==> config.mk <==
export PLATFORM = sky130hd
export DESIGN_NAME = spi_ll_arbiter
export DESIGN_NICKNAME = d
export VERILOG_FILES = /design/src/rtl/spi_ll_arbiter.sv
export SDC_FILE = /design/constraint.sdc
export NUM_CORES = 1
export LEC_CHECK = 0
export CAP_MARGIN = 20
export CORE_UTILIZATION = 40
export CTS_CLUSTER_SIZE = 30
export DETAILED_ROUTE_END_ITERATION = 10
export PLACE_DENSITY = 0.86
export SYNTH_ARGS = -nofsm -noshare
export SYNTH_HDL_FRONTEND = slang
export SYNTH_SLANG_ARGS = --single-unit
==> constraint.sdc <==
create_clock -name i_clk -period 6.97 [get_ports i_clk]
set_input_delay 1.394 -clock i_clk [delete_from_list [all_inputs] [get_ports i_clk]]
set_output_delay 1.394 -clock i_clk [all_outputs]
set_load 0.05 [all_outputs]
==> src/rtl/spi_ll_arbiter.sv <==
// rtl/spi_ll_arbiter.sv - round-robin owner arbiter sharing one SPI byte engine between NREQ requesters
//
// Grants the SPI byte stream to one requester for a whole transaction (i_req held high),
// masks everyone else with busy, routes returned bytes to the owner, and enforces an idle
// gap of GAP non-busy engine cycles before the grant is released.
//
// Optional watchdog: define ARB_TIMEOUT_EN to build it; otherwise o_timeout is tied low.
//
// Ports:
//   i_clk, i_reset      clock, synchronous active-high reset
//   i_req[NREQ]         per-requester ownership request
//   i_stb[NREQ]         per-requester byte strobe
//   i_byte[8*NREQ]      per-requester byte, requester k on [8k+7:8k]
//   o_busy[NREQ]        per-requester busy (inverse ready)
//   o_grant[NREQ]       one-hot-or-zero current owner
//   o_rxstb[NREQ]       per-requester received-byte strobe
//   o_rxbyte[8]         received byte, shared
//   o_ll_stb, o_ll_byte byte strobe/data to the SPI engine
//   i_ll_busy           SPI engine busy
//   i_ll_stb, i_ll_byte SPI engine received byte
//   o_timeout           one-cycle watchdog pulse
module spi_ll_arbiter #(
  parameter int NREQ    = 3,
  parameter int GAP     = 2,
  parameter int TIMEOUT = 4096
) (
  input  logic              i_clk,
  input  logic              i_reset,
  input  logic [NREQ-1:0]   i_req,
  input  logic [NREQ-1:0]   i_stb,
  input  logic [8*NREQ-1:0] i_byte,
  output logic [NREQ-1:0]   o_busy,
  output logic [NREQ-1:0]   o_grant,
  output logic [NREQ-1:0]   o_rxstb,
  output logic [7:0]        o_rxbyte,
  output logic              o_ll_stb,
  output logic [7:0]        o_ll_byte,
  input  logic              i_ll_busy,
  input  logic              i_ll_stb,
  input  logic [7:0]        i_ll_byte,
  output logic              o_timeout
);
  localparam int RRW = $clog2(NREQ);
  localparam int GW  = $clog2(GAP + 1) + 1;

  typedef enum logic [1:0] {IDLE, GRANTED, DRAIN} state_t;

  state_t          r_state, w_state_nxt;
  logic [NREQ-1:0] r_grant, w_grant_nxt;
  logic [RRW-1:0]  r_rr, w_rr_nxt;
  logic [RRW-1:0]  r_owner, w_owner_nxt;
  logic [GW-1:0]   r_gap, w_gap_nxt;
  logic [NREQ-1:0] w_req_m;
  logic [RRW-1:0]  w_pick;
  logic [RRW:0]    w_dist, w_best;
  logic            w_found;
  logic            w_owner_req;
  logic            w_owner_stb;
  logic            w_gap_done;
  logic            w_wd_hit;

  // Round-robin pick: the requesting index with the smallest distance (k - rr) mod NREQ.
  always_comb begin
    w_found = 1'b0;
    w_pick  = '0;
    w_best  = '1;
    w_dist  = '0;
    for (int k = 0; k < NREQ; k++) begin
      if (RRW'(k) >= r_rr) w_dist = (RRW+1)'(k) - {1'b0, r_rr};
      else                 w_dist = (RRW+1)'(k + NREQ) - {1'b0, r_rr};
      if (w_req_m[k] && (!w_found || (w_dist < w_best))) begin
        w_found = 1'b1;
        w_best  = w_dist;
        w_pick  = RRW'(k);
      end
    end
  end

  // Owner-side mux: request, strobe and byte of the granted index; busy to everyone else.
  always_comb begin
    w_owner_req = 1'b0;
    w_owner_stb = 1'b0;
    o_ll_byte   = 8'hff;
    o_busy      = '1;
    for (int k = 0; k < NREQ; k++) begin
      if (r_grant[k]) begin
        w_owner_req = i_req[k];
        w_owner_stb = i_stb[k];
        o_ll_byte   = i_byte[8*k +: 8];
        if (r_state == GRANTED) o_busy[k] = i_ll_busy;
      end
    end
  end

  assign o_ll_stb  = (r_state == GRANTED) && w_owner_stb;
  assign o_grant   = r_grant;
  assign o_rxstb   = r_grant & {NREQ{i_ll_stb}};
  assign o_rxbyte  = i_ll_byte;

  // The current DRAIN cycle is the GAP-th consecutive non-busy one.
  assign w_gap_done = !i_ll_busy && ((int'(r_gap) + 1) >= GAP);

  always_comb begin
    w_state_nxt = r_state;
    w_grant_nxt = r_grant;
    w_owner_nxt = r_owner;
    w_rr_nxt    = r_rr;
    w_gap_nxt   = '0;
    case (r_state)
      IDLE: begin
        if (w_found) begin
          w_state_nxt = GRANTED;
          w_grant_nxt = NREQ'(1) << w_pick;
          w_owner_nxt = w_pick;
        end
      end
      GRANTED: begin
        if (!w_owner_req || w_wd_hit) w_state_nxt = DRAIN;
      end
      DRAIN: begin
        if (w_gap_done) begin
          w_state_nxt = IDLE;
          w_grant_nxt = '0;
          w_rr_nxt    = (r_owner == RRW'(NREQ-1)) ? '0 : r_owner + 1'b1;
        end else if (!i_ll_busy) begin
          w_gap_nxt = r_gap + 1'b1;
        end
      end
      default: w_state_nxt = IDLE;
    endcase
  end

  always_ff @(posedge i_clk) begin
    if (i_reset) begin
      r_state <= IDLE;
      r_grant <= '0;
      r_rr    <= '0;
      r_owner <= '0;
      r_gap   <= '0;
    end else begin
      r_state <= w_state_nxt;
      r_grant <= w_grant_nxt;
      r_rr    <= w_rr_nxt;
      r_owner <= w_owner_nxt;
      r_gap   <= w_gap_nxt;
    end
  end

`ifdef ARB_TIMEOUT_EN
  localparam int WW = $clog2(TIMEOUT);

  logic [WW-1:0]   r_wd;
  logic [NREQ-1:0] r_mask;
  logic            r_timeout;
  logic            w_activity;

  assign w_activity = (o_ll_stb && !i_ll_busy) || i_ll_stb;
  // A requester that drops i_req on the limit cycle drains normally instead of timing out.
  assign w_wd_hit   = (r_state == GRANTED) && w_owner_req && !w_activity &&
                      (r_wd == WW'(TIMEOUT-1));
  assign w_req_m    = i_req & ~r_mask;
  assign o_timeout  = r_timeout;

  always_ff @(posedge i_clk) begin
    if (i_reset) begin
      r_wd      <= '0;
      r_mask    <= '0;
      r_timeout <= 1'b0;
    end else begin
      r_timeout <= w_wd_hit;
      if ((r_state != GRANTED) || w_activity || w_wd_hit) r_wd <= '0;
      else                                                r_wd <= r_wd + 1'b1;
      // Timed-out owner stays masked until its request is seen low.
      r_mask <= (r_mask | (w_wd_hit ? r_grant : '0)) & i_req;
    end
  end
`else
  assign w_wd_hit  = 1'b0;
  assign w_req_m   = i_req;
  assign o_timeout = 1'b0;
`endif

endmodule
==> parameters.txt <==
Parameter                              Value

Yosys
  Number of warnings printed during yosys synthesis ... 0
  Mean Syn Cell Area ... 7.45 sq um
  Ys flop type ... sky130_fd_sc_hd__dfxtp_1
  Part of the Yosys area used for sequential elements ... a little over a fifth
  Proportion of synthesized flip-flops having asynchronous set or reset ... 0%
  Netlist cell types ... 44
  Cell count after synthesis ... 149
  Total standard cell area after synthesis ... around 1100 sq um
  Post-synth EDFFs ... 0
  Synthesis-stage register bit count ... 12

Placement
  Routability congestion estimate ... slightly above 0.8
  Placed Instances ... 219
  Instance area at placement ... 1580 sq um
  Number of port buffers ... 51
  Detailed placement HPWL ... 2540 microns

Power and ir drop
  Combinational fraction of design power ... 53.9%
  Internal power component ... between 0.00015 and 0.0002 W
  P per Cell Area ... roughly 200 nW/um^2
  Clock power frac ... 18.1%
  Leakage Power ... 0.620 nW
  Share of total power in sequential cells ... between 20% and 30%
  Net Sw Power ... 0.000143 W
  Switching part of the total power ... 45.0%
  VDD IR max ... 0.161 mV

Worst setup path
  Peak fanout along the critical path ... 1
  Depth of the most critical reg-to-reg path ... 13
  Launching element type of the critical path ... primary input
  Worst Path Required ... ~5.6 ns
  Data arrival time of the critical path ... between 2 and 3 ns
  Critical Path Sink Type ... output port
  Classification of the worst setup path ... in2out

Flow run
  Max capacitance violation total ... 0

CTS
  # resized after CTS ... 0
  Clock sink count ... 12
  Number of buffers on the longest clock path ... 2
  Clock root buffer master ... sky130_fd_sc_hd__clkbuf_4
  Post-CTS Hold Fix Bufs ... 0
  Clock-pin transition on the worst setup and hold timing paths ... 0.08 ns
  Insertion delay to the later sink of the worst-skew pair ... 0.27 ns
  Htree depth ... 1
  Setup repair bufs after CTS ... 0
  TritonCTS clock tree ... yes
  Number of clock buffers inserted by TritonCTS ... 3

STA
  Number of hold violations in the final report ... 0
  Worst-Margin Slew ... 0.636 ns
  Fin Hold WS ... 0.473 ns
  Worst slew margin relative to its limit ... 57.5%
  Setup TNS ... 0 ns
  Final clock period utilization by the worst path ... between 60% and 70%
  # setup viols final ... 0
  Max frequency ... 228 MHz
  Clock Skews ... approximately 0.00040 ns
  Clock period minus worst slack ... 4.39 ns
  Total count of max-transition violations in the final report ... 0
  RSZ-0062 raised after global routing ... false

Die
  Boundary Pins ... 69
  Initial cell density of the core ... 43.6%
  Die H ... 54.7 microns
  Core Footprint ... between 2000 and 3000 sq um
  DIE AREA ... 2990 sq um
  Die width ... around 55 microns
  Row Count ... 18

Drt
  Antenna-violating nets left ... 0
  Number of DRC violations after detailed routing ... 0
  Number of vias after detailed routing ... 1265
  Wire length per cell after detailed routing ... around 14 microns
  Count of TritonRoute iterations in the first routing pass ... 4
  Wire length after detailed routing ... 3200 microns
  Initial drt markers ... 30
  Vias per Instance ... 5.67

Final layout
  # diodes ... 0
  Fraction of layout cells with a size suffix above 1 ... 5.70%
  Commonest non-fill, non-tap cell in the layout ... sky130_fd_sc_hd__clkdlybuf4s50_1
  Final standard cell count with taps included and fillers excluded ... 223
  Most frequent cells in the layout ... sky130_fd_sc_hd__clkdlybuf4s50_1, sky130_fd_sc_hd__nand2_1, sky130_fd_sc_hd__o21ai_0, sky130_fd_sc_hd__ha_1, sky130_fd_sc_hd__dfxtp_1
  Layout net count ... between 200 and 250
  Area growth from synthesis to layout ... 45.8%
  Post-route cell area ... 1620 sq um

Global routing
  Number of global-route vias before repair ... around 1200
  Number of antenna violations at the first check in global routing ... 0
  Wire length of the first global-routing pass ... between 4000 and 5000 microns
  Overall overflow remaining after global route ... 0
  Largest net degree at the start of global routing ... 24
  GRT Total Usage ... 21.8%

Min path
  Number of cells on the worst hold path ... 1
  Kind of path behind the tightest hold check ... reg2reg

Status
  Status ... complete, no violations
## critical path, cell delays in order
cell and delay (ns):
sky130_fd_sc_hd__clkdlybuf4s50_1 0.48, sky130_fd_sc_hd__a221oi_1 0.09, sky130_fd_sc_hd__nor3_1 0.20, sky130_fd_sc_hd__clkdlybuf4s50_1 0.83
## layout make-up
cell class / instances / area (sq um)
timing repair buffer: 51 / 510
sequential: 12 / 240
multi-input combinational: 115 / 752
inverter: 11 / 41.3
clock buffer: 4 / 36.3
tap: 30 / 37.5
fill: 212 / 927
## flip-flops by register name, summed over array words and instances (netlist names)
signal / cells
r_state: 2
o_grant: 3
r_rr: 2
r_owner: 2
r_gap: 3
## metrics by stage
step                      setup slack [ns]  utilization [%]  total power (W)
after global placement                2.56             62.1         0.000256
after floorplan                       2.99                -         0.000209
final                                 2.58             63.6         0.000316
after CTS                             2.56             63.6         0.000318
after detailed placement              2.57             62.1         0.000261
after global routing                  2.50             63.6         0.000334
## power groups by stage
stage	clock network, W	logic, W	registers, W
2_1_floorplan	0	0.000117	0.0000920
3_3_place_gp	0	0.000166	0.0000897
3_5_place_dp	0	0.000170	0.0000905
4_1_cts	0.0000581	0.000171	0.0000889
5_1_grt	0.0000609	0.000183	0.0000905
6_report	0.0000572	0.000171	0.0000885
## layer usage
layer / wire length [microns] / GRT usage [%] / vias up
met3: 350 / 5.56 / 4
met2: 1690 / 43.4 / 74
li1: - / - / 620
met4: 30 / 9.83 / 0
met5: 0 / 0 / -
met1: 1140 / 20.1 / 567
## path summary, 6_finish.rpt
kind	start	slack, ns	end
hold reg to reg	r_owner[0]	0.47	r_owner[0]
setup / recovery	i_stb[1]	2.58	o_ll_stb
hold / removal	r_owner[0]	0.47	r_owner[0]
setup reg to reg	r_rr[1]	3.69	o_grant[1]
## cells in the mapped netlist, drive strengths merged, types with 2 or more instances
master,instances,area share [%]
nand3,3,1.4
buf,10,6.5
nor2b,3,1.7
a21oi,6,3.0
o21ai,16,7.6
o21a,2,1.4
nand2,17,5.7
dfxtp,12,22
and2,5,2.8
clkbuf,3,1.0
nand2b,3,1.7
inv,10,3.4
ha,12,14
o22ai,9,5.1
nor2,9,3.0
a21o,2,1.4
o221ai,2,1.6
nor3,4,1.8
## logic make-up (layout without fill, tap and decap cells)
kind of cell,Yosys count,after routing,share of synthesized area [%]
DFF,12,12,21.6
and+or+nand+nor,52,52,24.1
buffers and inverters,24,66,11.3
AOI/OAI and AO/OA,48,48,29.1
other,1,3,0.338
adders and majority gates,12,12,13.5
No activity file was read; power rests on OpenSTA's default activity.
